==> config.mk <==
export PLATFORM = sky130hd
export DESIGN_NAME = chord_sequencer
export DESIGN_NICKNAME = d
export VERILOG_FILES = /design/src/rtl/chord_sequencer.sv
export SDC_FILE = /design/constraint.sdc
export NUM_CORES = 1
export LEC_CHECK = 0
export ABC_AREA = 1
export CORE_MARGIN = 2
export CORE_UTILIZATION = 55
export CTS_BUF_LIST = sky130_fd_sc_hd__clkbuf_16
export DETAILED_ROUTE_END_ITERATION = 10
export MAX_ROUTING_LAYER = met4
export PLACE_DENSITY = 0.81
export SYNTH_ARGS = -nofsm -noshare
export SYNTH_HDL_FRONTEND = slang
export SYNTH_SLANG_ARGS = --single-unit
export TNS_END_PERCENT = 10
==> constraint.sdc <==
create_clock -name clk -period 5.4 [get_ports clk]
set_input_delay 0.81 -clock clk [delete_from_list [all_inputs] [get_ports clk]]
set_output_delay 0.81 -clock clk [all_outputs]
set_load 0.05 [all_outputs]
==> src/rtl/chord_sequencer.sv <==
// Chord sequencer: walks a song ROM, groups up to four note entries into a chord,
// hands each chord to the player and waits for it to finish before fetching more.
module chord_sequencer #(
    parameter int SONG_ADDR_W = 5
) (
    input  logic                   clk,
    input  logic                   reset,
    input  logic                   play_enable,
    input  logic                   new_song,
    input  logic [1:0]             song,
    input  logic                   done_with_note,
    output logic [SONG_ADDR_W+1:0] rom_addr,
    input  logic [15:0]            rom_data,
    output logic [5:0]             note1,
    output logic [5:0]             note2,
    output logic [5:0]             note3,
    output logic [5:0]             note4,
    output logic [2:0]             metadata1,
    output logic [2:0]             metadata2,
    output logic [2:0]             metadata3,
    output logic [2:0]             metadata4,
    output logic [5:0]             duration,
    output logic [1:0]             num_notes,
    output logic                   load_new_note,
    output logic                   song_done
);

    typedef enum logic [2:0] {
        S_IDLE,
        S_FETCH,
        S_RDATA,
        S_LOAD,
        S_GUARD,
        S_WAIT_DONE,
        S_END
    } state_t;

    state_t                 state, state_next;
    logic [1:0]             song_reg;
    logic [SONG_ADDR_W-1:0] idx;
    logic [2:0]             count;
    logic                   wrap_pending;
    logic [5:0]             slot_note [4];
    logic [2:0]             slot_md   [4];

    logic                   entry_last;
    logic [5:0]             entry_note;
    logic [5:0]             entry_dur;
    logic [2:0]             entry_md;
    logic                   sentinel;
    logic                   idx_wrap;
    logic [SONG_ADDR_W-1:0] idx_inc;
    logic [2:0]             count_add;
    logic [2:0]             count_m1;
    logic [5:0]             merged_note [4];
    logic [2:0]             merged_md   [4];

    assign entry_last = rom_data[15];
    assign entry_note = rom_data[14:9];
    assign entry_dur  = rom_data[8:3];
    assign entry_md   = rom_data[2:0];
    assign sentinel   = (rom_data == 16'h0000);
    assign idx_wrap   = &idx;
    assign idx_inc    = idx + 1'b1;
    assign count_add  = (count < 3'd4) ? count + 3'd1 : count;
    assign count_m1   = count_add - 3'd1;

    // Slot contents as they will look once the current entry is accepted; notes past the fourth are dropped.
    always_comb begin
        for (int i = 0; i < 4; i++) begin
            merged_note[i] = slot_note[i];
            merged_md[i]   = slot_md[i];
        end
        if (count < 3'd4) begin
            merged_note[count[1:0]] = entry_note;
            merged_md[count[1:0]]   = entry_md;
        end
    end

    always_ff @(posedge clk) begin
        if (reset) begin
            state <= S_IDLE;
        end else begin
            state <= state_next;
        end
    end

    // A paused read goes back to FETCH so the ROM word is re-read after resuming.
    always_comb begin
        state_next    = state;
        load_new_note = 1'b0;
        song_done     = 1'b0;
        if (new_song) begin
            state_next = S_FETCH;
        end else if (!play_enable) begin
            if (state == S_RDATA) begin
                state_next = S_FETCH;
            end
        end else begin
            case (state)
                S_IDLE:  state_next = S_IDLE;
                S_FETCH: state_next = S_RDATA;
                S_RDATA: begin
                    if (sentinel) begin
                        state_next = S_END;
                    end else if (entry_last) begin
                        state_next = S_LOAD;
                    end else if (idx_wrap) begin
                        state_next = S_END;
                    end else begin
                        state_next = S_FETCH;
                    end
                end
                S_LOAD: begin
                    load_new_note = 1'b1;
                    state_next    = S_GUARD;
                end
                S_GUARD: state_next = S_WAIT_DONE;
                S_WAIT_DONE: begin
                    if (done_with_note) begin
                        state_next = wrap_pending ? S_END : S_FETCH;
                    end
                end
                S_END: begin
                    song_done  = 1'b1;
                    state_next = S_IDLE;
                end
                default: state_next = S_IDLE;
            endcase
        end
    end

    always_ff @(posedge clk) begin
        if (reset || new_song) begin
            song_reg     <= reset ? 2'd0 : song;
            idx          <= '0;
            count        <= 3'd0;
            wrap_pending <= 1'b0;
            rom_addr     <= reset ? '0 : {song, {SONG_ADDR_W{1'b0}}};
            for (int i = 0; i < 4; i++) begin
                slot_note[i] <= 6'd0;
                slot_md[i]   <= 3'd0;
            end
            note1     <= 6'd0;
            note2     <= 6'd0;
            note3     <= 6'd0;
            note4     <= 6'd0;
            metadata1 <= 3'd0;
            metadata2 <= 3'd0;
            metadata3 <= 3'd0;
            metadata4 <= 3'd0;
            duration  <= 6'd0;
            num_notes <= 2'd0;
        end else if (play_enable) begin
            // rom_addr is updated on the way into FETCH so it is stable for the synchronous ROM.
            if (state == S_RDATA && !sentinel) begin
                for (int i = 0; i < 4; i++) begin
                    slot_note[i] <= merged_note[i];
                    slot_md[i]   <= merged_md[i];
                end
                count <= count_add;
                idx   <= idx_inc;
                if (idx_wrap) begin
                    wrap_pending <= 1'b1;
                end
                if (entry_last) begin
                    note1     <= merged_note[0];
                    note2     <= merged_note[1];
                    note3     <= merged_note[2];
                    note4     <= merged_note[3];
                    metadata1 <= merged_md[0];
                    metadata2 <= merged_md[1];
                    metadata3 <= merged_md[2];
                    metadata4 <= merged_md[3];
                    duration  <= entry_dur;
                    num_notes <= count_m1[1:0];
                end else if (!idx_wrap) begin
                    rom_addr <= {song_reg, idx_inc};
                end
            end else if (state == S_WAIT_DONE && done_with_note) begin
                count <= 3'd0;
                for (int i = 0; i < 4; i++) begin
                    slot_note[i] <= 6'd0;
                    slot_md[i]   <= 3'd0;
                end
                note1     <= 6'd0;
                note2     <= 6'd0;
                note3     <= 6'd0;
                note4     <= 6'd0;
                metadata1 <= 3'd0;
                metadata2 <= 3'd0;
                metadata3 <= 3'd0;
                metadata4 <= 3'd0;
                if (!wrap_pending) begin
                    rom_addr <= {song_reg, idx};
                end
            end
        end
    end

endmodule

==> results.json, run 1 <==
{
  "worst-path-max-fanout": 6,
  "drt_wl_total_mm": 12.1,
  "insertion_delay_ns": 0.35,
  "switchingPower_uw": 347,
  "start_util_pct": 56.8,
  "finalWorstSetupSlack_ns": 2.00,
  "die_h_um": 99.1,
  "cts_repair_resize_count": 0,
  "swShare_pct": 22.6,
  "ys_seq_elements": 101,
  "synth-main-ff-cell": "dfxtp_1",
  "drtIter0Drc": 392,
  "io_buffers": 75,
  "syn_nets": 733,
  "p_int_uw": 1190,
  "cts_tree": "built",
  "dp.cells": 856,
  "wl_per_cell_um": 13.8,
  "rows": 34,
  "place_ws_ns": 1.95,
  "reg.largest.list": "slot_note x24, slot_md x12, rom_addr x7",
  "root_buffer": "clkbuf_16",
  "cts_setup_buffers": 0,
  "grt_max_degree": 71,
  "end_kind": "output pin",
  "die_x_um": 99.1,
  "antenna_cells": 0,
  "critPathLaunch": "play_enable",
  "clkTransAtPathRegs_ns": 0.06,
  "cp_data_required_time_ns": 4.59,
  "globalRouteOverflowTotal": 0,
  "ant_nets": 0,
  "ys_warn_count": 0,
  "fin_skew_ns": 0.00910,
  "rr_startpoint": "state[1]",
  "cts_buffers": 9,
  "synth_common_cells": "179 x nand2_1, 138 x nor2_1, 83 x inv_1, 74 x dfxtp_1, 50 x a21oi_1",
  "cts_sinks": 101,
  "power_density_nw_per_um2": 255,
  "min_path_cells": 2,
  "setup.worst_path.class": "primary input to output pin",
  "peakVddDrop_mv": 0.142,
  "outcome": "completed",
  "syn2layout_area_growth_pct": 20.6,
  "arrival_ns": 2.59,
  "yosysMostFrequentCell": "nand2_1",
  "clockPowerShare_pct": 41.8,
  "syn-cell-area_sq_um": 4980,
  "tns_ns": 0,
  "startpoint_type": "primary input",
  "clockBufferDepth": 2,
  "via_count": 4591,
  "final_util_pct": 68.5,
  "cts_max_level": 3,
  "seqPwrFrac_pct": 51.7,
  "synth_largest_area_cell": "dfxtp_1",
  "period_needed_ns": 3.40,
  "dieArea_sq_um": 9830,
  "synth-edff-count": 27,
  "max_freq_mhz": 294,
  "gp_congestion": 0.875,
  "core_sq_um": 8760,
  "synth_cell_type_count": 32,
  "synthArstFlopShare_pct": 0,
  "largest_reg_flops": 24,
  "drive_gt1_share_pct": 4.06,
  "final_nets": 788,
  "fin_crit_sh_pct": 63.0,
  "maxCapViolations": 0,
  "drc": 0,
  "synth_area_leaders": "dfxtp_1 30%, edfxtp_1 16%, nand2_1 13%, nor2_1 10%, inv_1 6.3%",
  "tightest_slew_ns": 0.725,
  "p_leak_uw": 0.00258,
  "ctsHoldBuffers": 0,
  "first_pass_iters": 6,
  "top_register": "slot_note",
  "track_usage_pct": 26.4,
  "via_per_inst": 5.26,
  "hpwlAfterDp_mm": 7.88,
  "drv_slew": 0,
  "setup_viol_count_final": 0,
  "hold_path_class": "register to register",
  "synth_area_per_cell_sq_um": 7.07,
  "r2r.worst_path.cells": 7,
  "synthCells": 704,
  "rsz0062_at_grt": "false",
  "antenna_found_initial": 0,
  "hold_viol": 0,
  "first_global_vias": 4537,
  "ioPinCount": 76,
  "synth_top_area_share_pct": 29.8,
  "fin_cells": 872,
  "grt_pass1_wl_mm": 20.5,
  "slew_headroom_pct": 51.5,
  "worstHoldStart": "slot_note[0][2]",
  "yosysSeqAreaShare_pct": 46.1,
  "pwr-share-comb_pct": 6.4
}
cells in the final DEF, fill, tap and decap left out, types with 2 or more instances in the layout:
cell	synthesis	routed
nor2_1	138	138
a21oi_1	50	50
xor2_1	2	2
inv_1	83	85
dfxtp_1	74	74
buf_4	4	3
o21ai_0	32	32
xnor2_1	2	2
o21a_1	9	9
ha_1	6	6
nand3_1	43	43
clkbuf_16	0	11
inv_2	2	3
nor2_4	3	4
nand2_2	4	4
a31oi_1	3	3
mux2i_1	2	2
clkdlybuf4s50_1	0	75
nand2_1	179	179
edfxtp_1	27	27
through the flow:
step	hold WS [ns]	cell area (sq um)	power, uW
after floorplan	0.444	4980	866
after global placement	0.455	5710	905
after detailed placement	0.475	5710	908
after CTS	0.485	6000	1530
after global routing	0.511	6000	1570
final	0.485	6000	1530
routing by layer:
metal	track usage (%)	part of all wire (%)
met5	-	0
met4	12.3	2.9
met1	32.4	44
met2	43.3	48
met3	3.44	5.7
area by class of cell:
type                    instances  area (sq um)
clock buffers                  11           275
clock inverters                 5          22.5
fillers                       743          2760
inverters                      86           323
multi-input cells             483          2180
flip-flops and latches        101          2290
well taps                     108           135
repair buffers                 78           773
worst max-delay path, stage by stage:
cell and delay [ns]:
clkdlybuf4s50_1 0.62, nand2_1 0.11, nor3_1 0.20, clkdlybuf4s50_1 0.85
power groups by stage:
stage	clock network, uW	logic, uW	registers [uW]
floorplan	0	44.5	822
global placement	0	95.9	809
detailed placement	0	97.6	810
CTS	642	98.4	793
global route	669	108	794
finish	641	98.9	793
path summary, 6_finish.rpt:
check | endpoint | slack [ns]
max | load_new_note | 2.00
min | slot_note[0][2] | 0.48
max reg2reg | note4[3] | 2.91
min reg2reg | slot_note[0][2] | 0.48
cells by family (layout without fill, tap and decap cells):
logic type / after synthesis / after routing / synth area share (%)
simple gates: 374 / 374 / 30.7
flops: 101 / 101 / 46.1
xor+xnor: 4 / 4 / 0.704
buf+inv: 120 / 180 / 10.2
fa+ha+maj: 6 / 6 / 1.51
mux: 2 / 2 / 0.402
compound gates: 97 / 97 / 10.4
(Power assumes the default switching activity.)
==> inputs of run 2 (changes only) <==
--- a/config.mk
+++ b/config.mk
@@ -7,11 +7,11 @@
 export LEC_CHECK = 0
 export ABC_AREA = 1
 export CORE_MARGIN = 2
-export CORE_UTILIZATION = 55
+export CORE_UTILIZATION = 49
 export CTS_BUF_LIST = sky130_fd_sc_hd__clkbuf_16
 export DETAILED_ROUTE_END_ITERATION = 10
 export MAX_ROUTING_LAYER = met4
-export PLACE_DENSITY = 0.81
+export PLACE_DENSITY = 0.76
 export SYNTH_ARGS = -nofsm -noshare
 export SYNTH_HDL_FRONTEND = slang
 export SYNTH_SLANG_ARGS = --single-unit
==> constraint.sdc (replaced) <==
create_clock -name clk -period 3 [get_ports clk]
set_input_delay 0.45 -clock clk [delete_from_list [all_inputs] [get_ports clk]]
set_output_delay 0.45 -clock clk [all_outputs]
set_load 0.05 [all_outputs]
==> results.json, run 2 (synthesis results as in run 1) <==
{
  "min_to": "idx[3]",
  "drc": 0,
  "layout_common_cells": "179 x nand2_1, 138 x nor2_1, 84 x inv_1, 74 x dfxtp_1, 73 x clkdlybuf4s50_1",
  "clockBufferDepth": 2,
  "final_nets": 798,
  "drv_slew": 0,
  "first_pass_iters": 5,
  "max_freq_mhz": 436,
  "setup.worst_path.class": "primary input to register",
  "antenna_cells": 0,
  "worst-path-max-fanout": 19,
  "cp_common_cell": "nand2_1",
  "tns_ns": 0,
  "first_global_vias": 4213,
  "r2r_slack_ns": 1.01,
  "cts_tree": "built",
  "slowest_stage": "clkdlybuf4s50_1",
  "die_x_um": 105,
  "wl_per_cell_um": 12.9,
  "antenna_found_initial": 0,
  "worstHoldStart": "idx[3]",
  "worstPathCellList": "clkdlybuf4s50_1 -> nor2_1 -> nand2_1 -> nor2_1 -> nand2_2 -> nand3_4 -> nand2_1 -> inv_1 -> nand2_1",
  "grt_pass1_wl_mm": 19.7,
  "hold_path_class": "register to register",
  "ctsHoldBuffers": 0,
  "dieArea_sq_um": 11000,
  "period_needed_ns": 2.29,
  "fin_skew_ns": 0.00704,
  "final_common_cell": "nand2_1",
  "track_usage_pct": 22.3,
  "startpoint_type": "primary input",
  "cp_data_required_time_ns": 2.99,
  "r2r.worst_path.cells": 7,
  "clkTransAtPathRegs_ns": 0.07,
  "gp_congestion": 0.898,
  "hold_viol": 0,
  "cts_max_level": 3,
  "top_register": "slot_note",
  "largest_reg_flops": 24,
  "arrival_ns": 2.29,
  "via_per_inst": 4.98,
  "maxCapViolations": 0,
  "reg.largest.list": "slot_note x24, slot_md x12, rom_addr x7",
  "ioPinCount": 76,
  "die_h_um": 105,
  "dp.cells": 891,
  "tightest_slew_ns": 0.524,
  "start_util_pct": 50.7,
  "hpwlAfterDp_mm": 8.23,
  "drt_wl_total_mm": 11.7,
  "root_buffer": "clkbuf_16",
  "globalRouteOverflowTotal": 0,
  "min_path_cells": 2,
  "fin_cells": 907,
  "rr_startpoint": "state[2]",
  "fin_crit_sh_pct": 76.4,
  "cpPeakStageDelay_ns": 0.47,
  "core_sq_um": 9820,
  "rsz0062_at_grt": "false",
  "end_kind": "register",
  "cts_repair_resize_count": 0,
  "cts_setup_buffers": 0,
  "setup_viol_count_final": 0,
  "drtIter0Drc": 264,
  "grt_max_degree": 45,
  "p_leak_uw": 0.00261,
  "ant_nets": 0,
  "cts_buffers": 9,
  "cts_sinks": 101,
  "insertion_delay_ns": 0.35,
  "reg2reg_to": "slot_note[2][4]",
  "outcome": "completed",
  "via_count": 4518,
  "syn2layout_area_growth_pct": 22.2,
  "power_density_nw_per_um2": 444,
  "slew_headroom_pct": 65.0,
  "rows": 36,
  "peakVddDrop_mv": 0.312,
  "io_buffers": 75,
  "drive_gt1_share_pct": 5.68
}
run 2: changes by cell type in the layout (fill, tap and decap cells not counted), sizes merged:
cell and change:
buf +12, clkbuf -2, clkdlybuf4s50 -2, clkinv +2
run 2: metrics by stage:
stage	utilization (%)	setup slack (ns)	power (uW)	hold WS, ns	cell area, sq um
global placement	59.1	0.436	1630	0.458	5810
CTS	61.9	0.735	2710	0.479	6080
floorplan	-	0.538	1560	0.444	4980
global route	61.9	0.598	2780	0.494	6080
detailed placement	59.1	0.381	1640	0.469	5810
finish	61.9	0.708	2700	0.476	6080
run 2: cell type report:
| cell class | instances | area (sq um) |
|---|---|---|
| Sequential cell | 101 | 2290 |
| Clock inverter | 7 | 50.0 |
| Multi-Input combinational cell | 483 | 2180 |
| Inverter | 86 | 323 |
| Clock buffer | 9 | 225 |
| Tap cell | 133 | 166 |
| Timing Repair Buffer | 88 | 843 |
| Fill cell | 943 | 3740 |
run 2: worst max-delay path: cells and delay by family:
| family | cells | cell delay, ns |
|---|---|---|
| simple gates | 7 | 1.24 |
| buf+inv | 2 | 0.59 |
run 2: how the worst max path moves through the flow:
stage / start / endpoint / slack [ns] / cells after the start
after floorplan: state[0] / song_done / 0.54 / 2
after global placement: rom_data[2] / slot_note[2][0] / 0.44 / 9
after detailed placement: rom_data[2] / slot_note[2][0] / 0.38 / 9
after CTS: rom_data[2] / slot_note[2][4] / 0.73 / 9
after global routing: rom_data[10] / slot_md[2][2] / 0.60 / 9
final: rom_data[1] / slot_note[2][4] / 0.71 / 9
run 2: layer usage:
layer / track usage, % / part of all wire (%) / vias to the layer above / wire (um)
li1: - / - / 2325 / -
met1: 28.2 / 45 / 2050 / 5270
met2: 36.7 / 49 / 131 / 5700
met3: 3.43 / 5.1 / 12 / 596
met4: 7.14 / 1.0 / 0 / 121
met5: - / 0 / - / 0
run 2: report_power, final:
group,switching (uW),internal (uW),total [uW]
clock network,524,568,1090
logic,115,66.1,181
registers,9.43,1420,1430
total,648,2050,2700
